## config.mk

```make
export PLATFORM = sky130hd
export DESIGN_NAME = pipe_ctrl_flat
export DESIGN_NICKNAME = d
export VERILOG_FILES = /design/src/rtl/pipe_ctrl_pkg.sv /design/src/rtl/pipe_ctrl_if.sv /design/src/rtl/pipe_ctrl_int_edge_latch.sv /design/src/rtl/pipe_ctrl.sv /design/src/flat_wrapper.sv
export SDC_FILE = /design/constraint.sdc
export NUM_CORES = 1
export LEC_CHECK = 0
export BUFFER_PORTS_ARGS = -buffer_cell sky130_fd_sc_hd__buf_2
export CELL_PAD_IN_SITES_DETAIL_PLACEMENT = 0
export CELL_PAD_IN_SITES_GLOBAL_PLACEMENT = 1
export CORE_UTILIZATION = 33
export DETAILED_ROUTE_END_ITERATION = 8
export HOLD_SLACK_MARGIN = 0.12
export PLACE_DENSITY_LB_ADDON = 0.1
export SLEW_MARGIN = 5
export SYNTH_ARGS = -nofsm -noshare
export SYNTH_HDL_FRONTEND = slang
export SYNTH_SLANG_ARGS = --single-unit
```

## constraint.sdc

```tcl
create_clock -name clk -period 1.83 [get_ports clk]
set_input_delay 0.366 -clock clk [delete_from_list [all_inputs] [get_ports clk]]
set_output_delay 0.366 -clock clk [all_outputs]
set_load 0.01 [all_outputs]
```

## src/rtl/pipe_ctrl_pkg.sv

```systemverilog
// Shared processor control constants: FSM state encoding, memory push source
// codes and PC mux select codes, also used by the memory and PC-mux stages.
package pipe_ctrl_pkg;

    // Interrupt-entry FSM state encoding.
    localparam logic [2:0] ST_IDLE       = 3'd0;
    localparam logic [2:0] ST_DRAIN      = 3'd1;
    localparam logic [2:0] ST_PUSH_PC    = 3'd2;
    localparam logic [2:0] ST_PUSH_FLAGS = 3'd3;
    localparam logic [2:0] ST_VECTOR     = 3'd4;

    // Memory push source codes.
    localparam logic [1:0] PUSH_NONE  = 2'b00;
    localparam logic [1:0] PUSH_PC    = 2'b01;
    localparam logic [1:0] PUSH_FLAGS = 2'b10;

    // PC mux select codes.
    localparam logic [1:0] PC_SEL_SEQ    = 2'b00;
    localparam logic [1:0] PC_SEL_VECTOR = 2'b11;

    // Bundle of every control output, so one default clears them all.
    typedef struct packed {
        logic       stall_if;
        logic       flush_id;
        logic       flush_ex;
        logic [1:0] push_sel;
        logic [1:0] pc_sel;
        logic       int_ack;
    } ctrl_t;

    localparam ctrl_t CTRL_NONE = '0;

endpackage

```

## src/rtl/pipe_ctrl_if.sv

```systemverilog
// Hazard/interrupt inputs and pipeline control outputs of the pipeline
// controller. master = the controller, slave = the pipeline side.
interface pipe_ctrl_if;
    logic       HDU_stall_in;
    logic       branch_taken_EX_in;
    logic       int_in;
    logic       stall_IF_out;
    logic       flush_ID_out;
    logic       flush_EX_out;
    logic [1:0] push_sel_out;
    logic [1:0] pc_sel_out;
    logic       int_ack_out;
    logic       busy_out;

    modport master (
        input  HDU_stall_in, branch_taken_EX_in, int_in,
        output stall_IF_out, flush_ID_out, flush_EX_out,
               push_sel_out, pc_sel_out, int_ack_out, busy_out
    );

    modport slave (
        output HDU_stall_in, branch_taken_EX_in, int_in,
        input  stall_IF_out, flush_ID_out, flush_EX_out,
               push_sel_out, pc_sel_out, int_ack_out, busy_out
    );
endinterface

```

## src/rtl/pipe_ctrl_int_edge_latch.sv

```systemverilog
// Interrupt rising-edge detector and pending latch. A request is merged into
// an already pending one until service starts; an edge that arrives while a
// service is in progress is queued and re-arms pending when VECTOR clears it.
module int_edge_latch (
    input  logic clk,
    input  logic reset,
    input  logic int_in,
    input  logic in_service,
    input  logic clear,
    output logic pending
);
    logic int_q;
    logic queued;
    logic rise;

    assign rise = int_in & ~int_q;

    // Register int_in, latch rising edges, clear pending in the VECTOR cycle.
    always_ff @(posedge clk) begin
        // NOTE: state registers use non-blocking assignments so every flop
        // samples pre-edge values regardless of statement order.
        if (reset) begin
            int_q   <= 1'b0;
            pending <= 1'b0;
            queued  <= 1'b0;
        end else begin
            int_q <= int_in;
            if (clear) begin
                pending <= queued | rise;
                queued  <= 1'b0;
            end else if (rise) begin
                if (in_service) queued  <= 1'b1;
                else            pending <= 1'b1;
            end
        end
    end
endmodule

```

## src/rtl/pipe_ctrl.sv

```systemverilog
// Pipeline controller: branch flush, load-use stall and a multi-cycle
// interrupt entry sequence (drain, push PC, push flags, vector).
module pipe_ctrl
    import pipe_ctrl_pkg::*;
#(
    parameter int         DRAIN_CYCLES   = 2,
    parameter logic [1:0] INT_VECTOR_SEL = PC_SEL_VECTOR
) (
    input logic         clk,
    input logic         reset,
    pipe_ctrl_if.master bus
);
    logic [2:0] state;
    logic [2:0] next_state;
    logic [1:0] drain_cnt;
    logic       int_pending;
    logic       in_service;
    logic       clear_pending;
    ctrl_t      ctrl;

    assign in_service    = (state == ST_DRAIN) || (state == ST_PUSH_PC) ||
                           (state == ST_PUSH_FLAGS);
    assign clear_pending = (state == ST_VECTOR);

    int_edge_latch u_int_edge_latch (
        .clk        (clk),
        .reset      (reset),
        .int_in     (bus.int_in),
        .in_service (in_service),
        .clear      (clear_pending),
        .pending    (int_pending)
    );

    // Next-state logic; hazards only gate interrupt entry while in IDLE.
    always_comb begin
        // NOTE: every always_comb output gets a default first so no path
        // leaves it unassigned and infers a latch.
        next_state = state;
        case (state)
            ST_IDLE:
                if (int_pending && !bus.HDU_stall_in && !bus.branch_taken_EX_in)
                    next_state = ST_DRAIN;
            ST_DRAIN:
                if (drain_cnt == 2'd0) next_state = ST_PUSH_PC;
            ST_PUSH_PC:    next_state = ST_PUSH_FLAGS;
            ST_PUSH_FLAGS: next_state = ST_VECTOR;
            ST_VECTOR:     next_state = ST_IDLE;
            default:       next_state = ST_IDLE;
        endcase
    end

    // State register and drain counter.
    always_ff @(posedge clk) begin
        if (reset) begin
            state     <= ST_IDLE;
            drain_cnt <= 2'd0;
        end else begin
            state <= next_state;
            if (state == ST_IDLE && next_state == ST_DRAIN)
                drain_cnt <= 2'(DRAIN_CYCLES - 1);
            else if (state == ST_DRAIN && drain_cnt != 2'd0)
                drain_cnt <= drain_cnt - 2'd1;
        end
    end

    // Output decode; IDLE outputs follow the hazard inputs with no latency.
    always_comb begin
        ctrl = CTRL_NONE;
        case (state)
            ST_IDLE: begin
                if (bus.branch_taken_EX_in) begin
                    ctrl.flush_id = 1'b1;
                    ctrl.flush_ex = 1'b1;
                end else if (bus.HDU_stall_in) begin
                    ctrl.stall_if = 1'b1;
                    ctrl.flush_ex = 1'b1;
                end
            end
            ST_DRAIN: begin
                ctrl.stall_if = 1'b1;
                ctrl.flush_id = 1'b1;
            end
            ST_PUSH_PC: begin
                ctrl.stall_if = 1'b1;
                ctrl.flush_id = 1'b1;
                ctrl.push_sel = PUSH_PC;
            end
            ST_PUSH_FLAGS: begin
                ctrl.stall_if = 1'b1;
                ctrl.flush_id = 1'b1;
                ctrl.push_sel = PUSH_FLAGS;
            end
            ST_VECTOR: begin
                ctrl.flush_id = 1'b1;
                ctrl.pc_sel   = INT_VECTOR_SEL;
                ctrl.int_ack  = 1'b1;
            end
            default: ctrl = CTRL_NONE;
        endcase
        // Hold every output low while reset is asserted.
        if (reset) ctrl = CTRL_NONE;
    end

    assign bus.stall_IF_out = ctrl.stall_if;
    assign bus.flush_ID_out = ctrl.flush_id;
    assign bus.flush_EX_out = ctrl.flush_ex;
    assign bus.push_sel_out = ctrl.push_sel;
    assign bus.pc_sel_out   = ctrl.pc_sel;
    assign bus.int_ack_out  = ctrl.int_ack;
    assign bus.busy_out     = (state != ST_IDLE) && !reset;

endmodule
```

## src/flat_wrapper.sv

```systemverilog
// flat-port wrapper written by rule: the top's interface ports become plain ports
module pipe_ctrl_flat import pipe_ctrl_pkg::*;
#(
    parameter int         DRAIN_CYCLES   = 2,
    parameter logic [1:0] INT_VECTOR_SEL = PC_SEL_VECTOR
)
  (clk, reset, bus_HDU_stall_in, bus_branch_taken_EX_in, bus_int_in, bus_stall_IF_out, bus_flush_ID_out, bus_flush_EX_out, bus_push_sel_out, bus_pc_sel_out, bus_int_ack_out, bus_busy_out);
  pipe_ctrl_if bus_i ();
  input logic clk;
  input logic reset;
  input wire logic [$bits(bus_i.HDU_stall_in)-1:0] bus_HDU_stall_in;
  input wire logic [$bits(bus_i.branch_taken_EX_in)-1:0] bus_branch_taken_EX_in;
  input wire logic [$bits(bus_i.int_in)-1:0] bus_int_in;
  output wire logic [$bits(bus_i.stall_IF_out)-1:0] bus_stall_IF_out;
  output wire logic [$bits(bus_i.flush_ID_out)-1:0] bus_flush_ID_out;
  output wire logic [$bits(bus_i.flush_EX_out)-1:0] bus_flush_EX_out;
  output wire logic [$bits(bus_i.push_sel_out)-1:0] bus_push_sel_out;
  output wire logic [$bits(bus_i.pc_sel_out)-1:0] bus_pc_sel_out;
  output wire logic [$bits(bus_i.int_ack_out)-1:0] bus_int_ack_out;
  output wire logic [$bits(bus_i.busy_out)-1:0] bus_busy_out;
  assign bus_i.HDU_stall_in = bus_HDU_stall_in;
  assign bus_i.branch_taken_EX_in = bus_branch_taken_EX_in;
  assign bus_i.int_in = bus_int_in;
  assign bus_stall_IF_out = bus_i.stall_IF_out;
  assign bus_flush_ID_out = bus_i.flush_ID_out;
  assign bus_flush_EX_out = bus_i.flush_EX_out;
  assign bus_push_sel_out = bus_i.push_sel_out;
  assign bus_pc_sel_out = bus_i.pc_sel_out;
  assign bus_int_ack_out = bus_i.int_ack_out;
  assign bus_busy_out = bus_i.busy_out;
  pipe_ctrl #(.DRAIN_CYCLES(DRAIN_CYCLES), .INT_VECTOR_SEL(INT_VECTOR_SEL)) u_core (.clk(clk), .reset(reset), .bus(bus_i));
endmodule
```

Word level (Yosys, flattened, before mapping)
Index checks and enable logic that the tools add are counted.
- flip-flop bits (word level): 8
- bits of input ports: 5
- output and inout bits: 9
- add/subtract/negate cells: 1
- equal/unequal tests: 6
- mux-type cells: 18
- bitwise gates (word level): 3
- reduce and logical (&&, ||, !) cells: 22
- operators by type and width (cell ; number):
    $pmux W3 S4 ; 1
    $mux W1 ; 10
    $mux W3 ; 3
    $mux W8 ; 1
    $eq A3 B1 Y1 const B ; 2
    $eq A3 B2 Y1 const B ; 2
    $reduce_bool A2 Y1 ; 3
    $logic_and A1 B1 Y1 ; 5
    $pmux W1 S2 ; 2
    $pmux W2 S2 ; 1
    $reduce_and A2 Y1 ; 2
    $reduce_or A2 Y1 ; 2
    $reduce_or A4 Y1 ; 1
    $eq A3 B3 Y1 const B ; 1
    $logic_not A1 Y1 ; 3
    $logic_not A3 Y1 ; 1
    $reduce_bool A3 Y1 ; 1
    $reduce_or A3 Y1 ; 1
    $logic_not A2 Y1 ; 1
    $logic_or A1 B1 Y1 ; 2
    $ne A2 B2 Y1 const B ; 1
    $sub A2 B1 Y2 const B ; 1
    $and A1 B1 Y1 ; 1
    $not A1 Y1 ; 1
    $or A1 B1 Y1 ; 1

Logic depth before layout (Yosys ltp)
Gate-level depths: netlist (run 1).
- depth in word-level cells: 8
- depth in mapped cells: 5
- gate-level depth less buffers: 5

Cells and area by module
From an unflattened synthesis (run 1), not the netlist that was laid out.
- cell total of the unflattened synthesis: 53
- area, all modules: 445.4 µm²
- by module, submodules not included (module ; instances ; cells each ; area an instance (µm²)):
    pipe_ctrl ; 1 ; 41 ; 319.1
    int_edge_latch ; 1 ; 12 ; 126.4

Least setup slack after synthesis (run 1)
No wires, ideal clock.
- path kind: reg2out
- start: register u_core.state[2]
- end: output bus_pc_sel_out[0]
- arrival time: 1225 ps
- data required time: 1464 ps
- path slack: 239 ps
- cell stages (with the launch flop): 5
- path through: dfxtp_1 > buf_4 > or3b_1 > nor2_1 > buf_4
- longest elaborated chain between the ends: 3
- RTL lines (item ; line ; text):
    from (decl) ; pipe_ctrl.sv:13 ; logic [2:0] state;
    from (signal assigned) ; pipe_ctrl.sv:58 ; state <= next_state;
    $eq A3 B3 Y1 ; pipe_ctrl.sv:69 ; case (state)
    $mux W3 ; pipe_ctrl.sv:69 ;
    $mux W8 ; pipe_ctrl.sv:101 ; if (reset) ctrl = CTRL_NONE;
    to (decl) ; flat_wrapper.sv:18 ; output wire logic [$bits(bus_i.pc_sel_out)-1:0] bus_pc_sel_out;
No other way between the ends.

Final worst setup path (run 1)
- start: register u_core.state[2]
- end: output bus_flush_EX_out
- longest elaborated chain between the ends: 3
- RTL lines (item ; line ; text):
    $logic_not A3 Y1 ; pipe_ctrl.sv:69 ;
    $mux W1 ; pipe_ctrl.sv:69 ;
    $mux W8 ; pipe_ctrl.sv:101 ;
    to (decl) ; flat_wrapper.sv:16 ; output wire logic [$bits(bus_i.flush_EX_out)-1:0] bus_flush_EX_out;
No other way between the ends.

==> flow_summary_export.csv, run 1 <==
group,metric,value,unit
synthesis,synth_nets,61,
die,ios,14,
setup_path,worst_path_max_delay_cell,"dfxtp_1",
layout,final_util,44.8,%
sta,setup-tns-final,0,ns
cts,clockBufferDepth,2,
layout,num_antenna_cells,0,
grt,grt_max_degree,10,
grt,grt-ovfl-total,0,
route,drt_iter0_drc,2,
pwr,p_clk_share,33.7,%
synthesis,syn_area_per_cell,8.10,µm²
route,wl_per_cell,10.2,µm
setup_path,cp-startpoint,"u_core.state[2]$_SDFF_PP0_",
die,design.die.area,1500,µm²
cts,clock-root-buffer,"clkbuf_4",
pwr,p_leak,0.000216,µW
sta,skew,0.00165,ns
setup_path,start_kind,"register",
die,initial_utilization,37.6,%
placed_design,gp_congestion,0.631,
pwr,max-vdd-ir-drop,0.000359,V
setup_path,reg2reg_from,"u_core.drain_cnt[0]$_SDFFE_PP0P_",
cts,cts_setup_buffers,0,
grt,antenna_found_initial,0,
sta,worst_slew_margin_rel,78.4,%
route,dr.pass1.iters,4,
cts,path_clk_slew,0.05,ns
setup_path,reg2reg_setup_slack,0.45,ns
die,rows,12,
sta,period_needed,1.71,ns
setup_path,cp_max_fo,7,
sta,tightest_slew,0.323,ns
cts,cts.sinks,8,
pwr,p_seq_share,51.0,%
route,via_per_inst,4.81,
worst_hold_path,hold_class,"in -> reg",
synthesis,yosysUniqueCellTypes,21,
cts,insertion_delay,0.24,ns
synthesis,synth_top_area_share,36.0,%
sta,fmax,0.586,GHz
grt,grt_use_total,13.5,%
cts,cts_inserted_buffers,3,
grt,grt_pass1_vias,345,
route,drtAntennaViolNets,0,
route,drc,0,
cts,cts_tree,"yes",
setup_path,critPathBufInv,2,
sta,hold-worst-slack,0.346,ns
sta,rsz0062_at_grt,"no",
pwr,p_per_area,705,nW/µm²
setup_path,max_stage_delay,0.33,ns
synthesis,yosysSeqAreaShare,36.0,%
synthesis,ys_warn_count,0,
cts,hold_buffers,0,
placed_design,place_ws,0.348,ns
placed_design,post-dp-hpwl,666,µm
die,die_w,38.7,µm
status,status,"completed",
synthesis,yosysTopAreaCell,"dfxtp_1",
sta,fin_crit_sh,93.2,%
sta,hold_violations,0,
layout,nets,75,
run,drv_cap,0,
layout,drive_above_1_share,29.9,%
sta,fin_ws,0.124,ns
layout,area_growth,19.4,%
cts,ctsResizeCount,0,
setup_path,path_class,"reg -> out",
setup_path,required,1.46,ns
worst_hold_path,hold_start,"bus_int_in",
grt,grt_pass1_wl,1360,µm
pwr,cell_internal_pwr,284,µW
synthesis,synthCells,55,
sta,setup_violations,0,
placed_design,io_buffers,13,
pwr,total_power,375,µW
die,die_h,38.7,µm
synthesis,ys_ff_latch,8,
cts,htreeDepth,1,
synthesis,synthTopCellsByArea,"dfxtp_1, nor2_1, nor4b_4, buf_4, a21oi_1",
pwr,p_comb_share,15.2,%
route,drt_wl_total,829,µm
synthesis,syn_area,445,µm²
setup_path,path_delay_family,"simple AND/OR/NAND/NOR gates",
die,core_region_area,1190,µm²
pwr,p_sw,91.1,µW
setup_path,endpoint_kind,"output port",
setup_path,crit_chain,"buf_4 -> or2_1 -> nor3_1 -> buf_2",
sta,maxSlewViolCount,0,
route,via_count,390,
pwr,swShare,24.3,%
setup_path,cp.arrival,1.34,ns
-- cell type report --
| type | instances | area (µm²) |
|---|---|---|
| clock buffer | 3 | 22.5 |
| fill | 128 | 654 |
| inverter | 3 | 11.3 |
| multi-input combinational | 39 | 246 |
| sequential | 8 | 161 |
| tap | 14 | 17.5 |
| timing repair buffer | 14 | 72.6 |
-- power by group through the flow --
stage               clock network, µW  registers, µW  logic [µW]
floorplan                           0            193        40.9
global placement                    0            194        57.9
CTS                               133            191        57.8
finish                            127            191        57.1
detailed placement                  0            195        57.6
global route                      146            192        63.1
-- cells in the final DEF (no fill, tap or decap), types with 2 or more instances in the layout --
cell type	count
nor2b_1	2
nand3b_1	2
inv_1	3
buf_2	13
a21oi_1	4
dfxtp_1	7
a211oi_1	2
nand2b_1	2
nor3_1	4
or2_1	2
nand2_1	3
clkbuf_4	3
nor2_1	9
-- metrics by stage --
stage,area [µm²],instances
after floorplan,445,55
after global placement,505,78
after detailed placement,505,78
after CTS,528,81
after global routing,532,81
final,532,81
-- cell usage after synthesis (all sizes together) --
cell and number:
nor2 10, dfxtp 8, a21oi 4, nor3 4
buf 3, inv 3, nand2 3, a211oi 2
clkbuf 2, nand2b 2, nand3b 2, nor2b 2
or2 2, a31oi 1, and4bb 1, ha 1
nand4b 1, nor4 1, nor4b 1, or3b 1
xnor2 1
-- final timing paths --
path,end,depth (start not counted)
min reg2reg,u_core.u_int_edge_latch.queued$_SDFFE_PP0P_,2
max,bus_flush_EX_out,4
min,u_core.u_int_edge_latch.int_q$_SDFF_PP0_,2
max reg2reg,u_core.drain_cnt[1]$_SDFFE_PP0P_,5
-- layer usage --
| layer | part of all wire (%) | up-vias | GRT usage [%] |
|---|---|---|---|
| met5 | 0 | - | 0 |
| met4 | 0.84 | 0 | 10.3 |
| met3 | 5.5 | 2 | 1.73 |
| met2 | 42 | 12 | 22.1 |
| met1 | 51 | 166 | 15.8 |
| li1 | - | 210 | - |
-- state kept, by name, summed over array words and instances (netlist names) --
register,count
u_core.state,3
u_core.u_int_edge_latch.queued,1
u_core.u_int_edge_latch.int_q,1
u_core.drain_cnt,2
u_core.u_int_edge_latch.pending,1
-- logic make-up (layout without fill, tap and decap cells) --
group           Yosys count  after routing  share of synthesized area (%)
compound gates            7              7                           9.27
xor+xnor                  1              1                           1.97
fa+ha+maj                 1              1                           2.81
buf+inv                   8             20                           9.27
flops                     8              8                           36.0
simple gates             30             30                           40.7
No activity file was read; power rests on OpenSTA's default activity.
==> run 2: changes to the inputs <==
--- a/config.mk
+++ b/config.mk
@@ -11,7 +11,7 @@
 export CORE_UTILIZATION = 33
 export DETAILED_ROUTE_END_ITERATION = 8
 export HOLD_SLACK_MARGIN = 0.12
-export PLACE_DENSITY_LB_ADDON = 0.1
+export PLACE_DENSITY = 0.72
 export SLEW_MARGIN = 5
 export SYNTH_ARGS = -nofsm -noshare
 export SYNTH_HDL_FRONTEND = slang
==> run 2 against run 1 <==
Against the previous run: register-to-register slack better by 0.02 ns; die area unchanged; highest routed layer unchanged; critical path type unchanged; utilization down 0.53 points; combinational power down 0.9%.
==> flow_summary_export.csv, run 2 (same netlist as run 1, synthesis figures left out) <==
group,metric,value,unit
grt,grt-ovfl-total,0,
route,via_count,393,
layout,nets,74,
route,dr.pass1.iters,3,
die,rows,12,
die,core_region_area,1190,µm²
die,ios,14,
layout,largest-register,"u_core.state",
setup_path,required,1.46,ns
pwr,p_per_area,727,nW/µm²
route,drtAntennaViolNets,0,
sta,period_needed,1.72,ns
cts,cts_inserted_buffers,3,
grt,grt_pass1_wl,1370,µm
placed_design,post-dp-hpwl,630,µm
sta,tightest_slew,0.307,ns
setup_path,cp.arrival,1.35,ns
setup_path,start_kind,"register",
setup_path,cp_max_fo,9,
route,drc,0,
setup_path,path_delay_family,"simple AND/OR/NAND/NOR gates",
sta,fmax,0.583,GHz
layout,largest_reg_flops,3,
setup_path,max_stage_delay,0.42,ns
sta,hold_violations,0,
layout,fill_cells,130,
grt,grt_use_total,13.6,%
worst_hold_path,hold_class,"in -> reg",
sta,rsz0062_at_grt,"no",
die,design.die.area,1500,µm²
die,die_w,38.7,µm
layout,layout_common_cells,"buf_2, nor2_1, dfxtp_1, nor3_1, a21oi_1",
sta,setup_violations,0,
setup_path,worst_path_max_delay_cell,"or3b_1",
sta,maxSlewViolCount,0,
cts,insertion_delay,0.25,ns
layout,num_antenna_cells,0,
grt,grt_max_degree,10,
setup_path,critPathBufInv,1,
cts,ctsResizeCount,1,
sta,skew,0.00254,ns
run,drv_cap,0,
route,via_per_inst,4.91,
setup_path,crit_chain,"or3b_1 -> nor2_2 -> buf_2",
route,wl_per_cell,10.1,µm
die,die_h,38.7,µm
pwr,p_leak,0.000211,µW
grt,antenna_found_initial,0,
route,drt_iter0_drc,3,
sta,fin_crit_sh,93.8,%
setup_path,endpoint_kind,"output port",
layout,area_growth,18.0,%
cts,hold_buffers,0,
cts,htreeDepth,1,
cts,cts_setup_buffers,0,
sta,setup-tns-final,0,ns
cts,cts_tree,"yes",
layout,multi_input_area,246,µm²
layout,reg_top3,"u_core.state: 3 flops, u_core.drain_cnt: 2 flops",
cts,clockBufferDepth,2,
layout,layout_commonest_cell,"buf_2",
sta,hold-worst-slack,0.334,ns
route,drt_wl_total,808,µm
grt,grt_pass1_vias,344,
status,status,"completed",
pwr,max-vdd-ir-drop,0.000367,V
layout,regArea,163,µm²
placed_design,io_buffers,13,
sta,worst_slew_margin_rel,79.4,%
cts,cts.sinks,8,
die,initial_utilization,37.6,%
layout,drive_above_1_share,30.3,%
cts,clock-root-buffer,"clkbuf_4",
placed_design,gp_congestion,0.693,
cts,path_clk_slew,0.05,ns
setup_path,path_class,"reg -> out",
[run 2: metrics by stage]
step           instance area [µm²]  std cells  util (%)  setup WS (ns)  power (µW)
3_5_place_dp                   498         77      42.0          0.247         252
2_1_floorplan                  445         55         -          0.239         234
3_3_place_gp                   498         77      42.0          0.286         253
6_report                       526         80      44.3          0.114         382
4_1_cts                        522         80      44.0         0.0482         388
5_1_grt                        526         80      44.3        0.00506         407
[run 2: worst register-to-register path, delay by kind of cell, from the launching register on]
family / cells / cell delay, ns
and+or+nand+nor: 3 / 0.63
DFF: 1 / 0.34
adders and majority gates: 1 / 0.23
buffers and inverters: 1 / 0.05
[run 2: final cells by class]
class,instances,area share [%]
Inverter,3,2.14
Sequential cell,8,31.0
Multi-Input combinational cell,39,46.9
Clock buffer,3,4.29
Tap cell,14,3.33
Timing Repair Buffer,13,12.4
[run 2: power by group]
part | total, µW | internal, µW | switching, µW
combinational | 56.6 | 26.0 | 30.7
clock | 134 | 75.0 | 58.8
sequential | 192 | 183 | 8.22
total | 382 | 284 | 97.7
[run 2: routing by layer]
layer  track usage (%)  vias up  part of all wire (%)
met4              10.3        0                   3.1
met3              1.73        5                   6.3
met2              18.8       15                    39
li1                  -      208                     -
met5                 0        -                     0
met1              18.7      165                    52
[run 2: final timing paths]
kind / start / to / slack (ns) / cells after the start
min: bus_int_in / u_core.u_int_edge_latch.int_q$_SDFF_PP0_ / 0.33 / 2
min reg2reg: u_core.u_int_edge_latch.queued$_SDFFE_PP0P_ / u_core.u_int_edge_latch.queued$_SDFFE_PP0P_ / 0.46 / 2
max: u_core.state[2]$_SDFF_PP0_ / bus_int_ack_out / 0.11 / 3
max reg2reg: u_core.drain_cnt[0]$_SDFFE_PP0P_ / u_core.drain_cnt[1]$_SDFFE_PP0P_ / 0.47 / 5
==> run 3: changes to the inputs <==
--- a/config.mk
+++ b/config.mk
@@ -11,8 +11,9 @@
 export CORE_UTILIZATION = 33
 export DETAILED_ROUTE_END_ITERATION = 8
 export HOLD_SLACK_MARGIN = 0.12
-export PLACE_DENSITY = 0.72
+export PLACE_DENSITY = 0.71
 export SLEW_MARGIN = 5
 export SYNTH_ARGS = -nofsm -noshare
 export SYNTH_HDL_FRONTEND = slang
+export SYNTH_HIERARCHICAL = 1
 export SYNTH_SLANG_ARGS = --single-unit
==> run 3 against run 2 <==
Against the previous run: critical path depth is 1 higher; critical path type unchanged; largest cell class unchanged; synthesized cell count decreased by 3.6%; highest routed layer unchanged; non-clock buffer count grew 1.
==> flow_summary_export.csv, run 3 <==
group,metric,value,unit
status,status,"completed",
cts,cts.sinks,8,
pwr,p_leak,0.000243,µW
sta,fin_crit_sh,90.8,%
synthesis,syn_area,445,µm²
layout,largest-register,"u_core/state",
route,wl_per_cell,10.0,µm
grt,grt_use_total,13.5,%
layout,area_growth,21.6,%
layout,drive_above_1_share,32.8,%
worst_hold_path,min_path_cells,2,
die,die_w,38.7,µm
cts,clockBufferDepth,2,
layout,layout_commonest_cell,"buf_2",
worst_hold_path,whs_endpoint,"u_core/u_int_edge_latch/int_q$_SDFF_PP0_",
route,drt_wl_total,814,µm
cts,cts_tree,"yes",
die,core_region_area,1190,µm²
cts,cts_inserted_buffers,3,
run,drv_cap,0,
route,drtAntennaViolNets,0,
cts,clock-root-buffer,"clkbuf_4",
synthesis,ys_warn_count,6,
synthesis,synth_edf_count,0,
die,rows,12,
die,die_h,38.7,µm
route,via_per_inst,4.67,
placed_design,io_buffers,13,
sta,tightest_slew,0.307,ns
synthesis,post_synth_and_or_nand_nor_area_fraction,36.0,%
sta,period_needed,1.66,ns
grt,grt_pass1_wl,1390,µm
setup_path,path_class,"reg -> out",
layout,layout_common_cells,"buf_2, dfxtp_1, nor2_1, inv_1",
setup_path,max_stage_delay,0.37,ns
setup_path,cp_max_fo,7,
setup_path,reg2reg_to,"u_core/u_int_edge_latch/pending$_SDFFE_PP0P_",
cts,cts_setup_buffers,0,
route,drt_iter0_drc,7,
synthesis,synth-adder-area-share,2.81,%
setup_path,start_kind,"register",
placed_design,post-dp-hpwl,618,µm
setup_path,rr_worst_depth,4,
cts,htreeDepth,1,
sta,rsz0062_at_grt,"no",
synthesis,synthCells,53,
layout,final_util,45.7,%
sta,hold_violations,0,
grt,grt_max_degree,9,
synthesis,synth_mux_area_share,0,%
sta,skew,0.00420,ns
route,drc,0,
layout,fill_cells,114,
pwr,max-vdd-ir-drop,0.000388,V
synthesis,async_flop_share,0,%
synthesis,synth_compound_area_share,14.0,%
die,initial_utilization,37.6,%
synthesis,synthFlopType,"dfxtp_1",
cts,insertion_delay,0.24,ns
sta,setup-tns-final,0,ns
synthesis,synth_xor_area_share,1.97,%
placed_design,gp_congestion,0.733,
grt,antenna_found_initial,0,
layout,multi_input_area,246,µm²
layout,largest_reg_flops,3,
setup_path,endpoint_kind,"output port",
grt,grt_pass1_vias,320,
synthesis,synth_nets,59,
die,design.die.area,1500,µm²
layout,nets,75,
setup_path,reg2reg_from,"u_core/state[0]$_SDFF_PP0_",
sta,worst_slew_margin_rel,79.4,%
setup_path,worst_path_max_delay_cell,"dfxtp_1",
sta,fmax,0.602,GHz
worst_hold_path,hold_class,"in -> reg",
die,ios,14,
synthesis,ys_ff_latch,8,
synthesis,synth_top_family_by_area,"simple AND/OR/NAND/NOR gates",
cts,hold_buffers,0,
setup_path,required,1.46,ns
layout,regArea,160,µm²
setup_path,cp.arrival,1.30,ns
pwr,p_per_area,707,nW/µm²
synthesis,synthTopCellsByArea,"dfxtp_1, nor2_1, nor4b_4, inv_1, a21oi_1",
synthesis,yosysUniqueCellTypes,25,
worst_hold_path,hold_start,"bus_int_in",
layout,num_antenna_cells,0,
synthesis,syn_area_per_cell,8.40,µm²
route,dr.pass1.iters,4,
route,via_count,378,
sta,maxSlewViolCount,0,
synthesis,yosysTopAreaCell,"dfxtp_1",
synthesis,synthTopCellsByCount,"dfxtp_1, nor2_1, inv_1",
cts,path_clk_slew,0.06,ns
synthesis,yosysSeqAreaShare,36.0,%
sta,setup_violations,0,
setup_path,reg2reg_setup_slack,0.49,ns
layout,reg_top3,"u_core/state: 3 flops, u_core/drain_cnt: 2 flops",
synthesis,synth_top_area_share,36.0,%
setup_path,crit_chain,"nor2_2 -> inv_1 -> a211oi_1 -> buf_2",
grt,grt-ovfl-total,0,
## run 3: final cells by class
type / instances / share of cell area, %
clock buffer: 3 / 4.16
timing repair buffer: 14 / 13.4
inverter: 6 / 4.16
tap: 14 / 3.23
sequential: 8 / 29.6
multi-input combinational: 36 / 45.5
## run 3: logic make-up (layout without fill, tap and decap cells)
kind of cell,count (synthesis),in the layout
xor+xnor,1,1
fa+ha+maj,1,1
buf+inv,9,23
compound gates,8,8
flops,8,8
simple gates,26,26
## run 3: critical path: cells and delay by family (launching register included)
family	cells	cell delay (ns)
and+or+nand+nor	1	0.22
AOI/OAI and AO/OA	1	0.21
DFF	1	0.37
buffers and inverters	2	0.24
## run 3: how the worst max path moves through the flow
stage               cells after the start  slack [ns]                        from               end
CTS                                     4        0.09  u_core/state[0]$_SDFF_PP0_  bus_flush_ID_out
detailed placement                      4        0.34                       reset  bus_flush_EX_out
global placement                        4        0.33                       reset  bus_flush_EX_out
global route                            4        0.02  u_core/state[0]$_SDFF_PP0_  bus_flush_ID_out
finish                                  4        0.17  u_core/state[0]$_SDFF_PP0_  bus_flush_ID_out
floorplan                               3        0.45  u_core/state[2]$_SDFF_PP0_  bus_flush_EX_out
## run 3: routing by layer
metal | wire length, µm | global-route usage, %
met1 | 447 | 20.6
met4 | 10 | 5.17
met5 | 0 | 0
met2 | 308 | 17.1
met3 | 48 | 4.05
## run 3: where the power goes
| group | switching, µW | total [µW] | internal, µW |
|---|---|---|---|
| Combinational | 33.8 | 62.0 | 28.2 |
| Clock | 57.4 | 132 | 74.9 |
| Sequential | 6.27 | 189 | 182 |
## run 3: through the flow
stage | std cells | total power [µW] | setup slack, ns | cell area [µm²] | hold slack [ns]
5_1_grt | 81 | 409 | 0.0159 | 542 | 0.376
4_1_cts | 81 | 387 | 0.0903 | 539 | 0.375
6_report | 81 | 383 | 0.168 | 542 | 0.370
3_5_place_dp | 78 | 254 | 0.342 | 517 | 0.447
2_1_floorplan | 53 | 232 | 0.454 | 445 | 0.428
3_3_place_gp | 78 | 254 | 0.328 | 517 | 0.446
## run 3: repair_timing
action                     CTS  global route
hold endpoints to repair     0             0
gates resized for setup      0             1
setup endpoints to repair    0             2
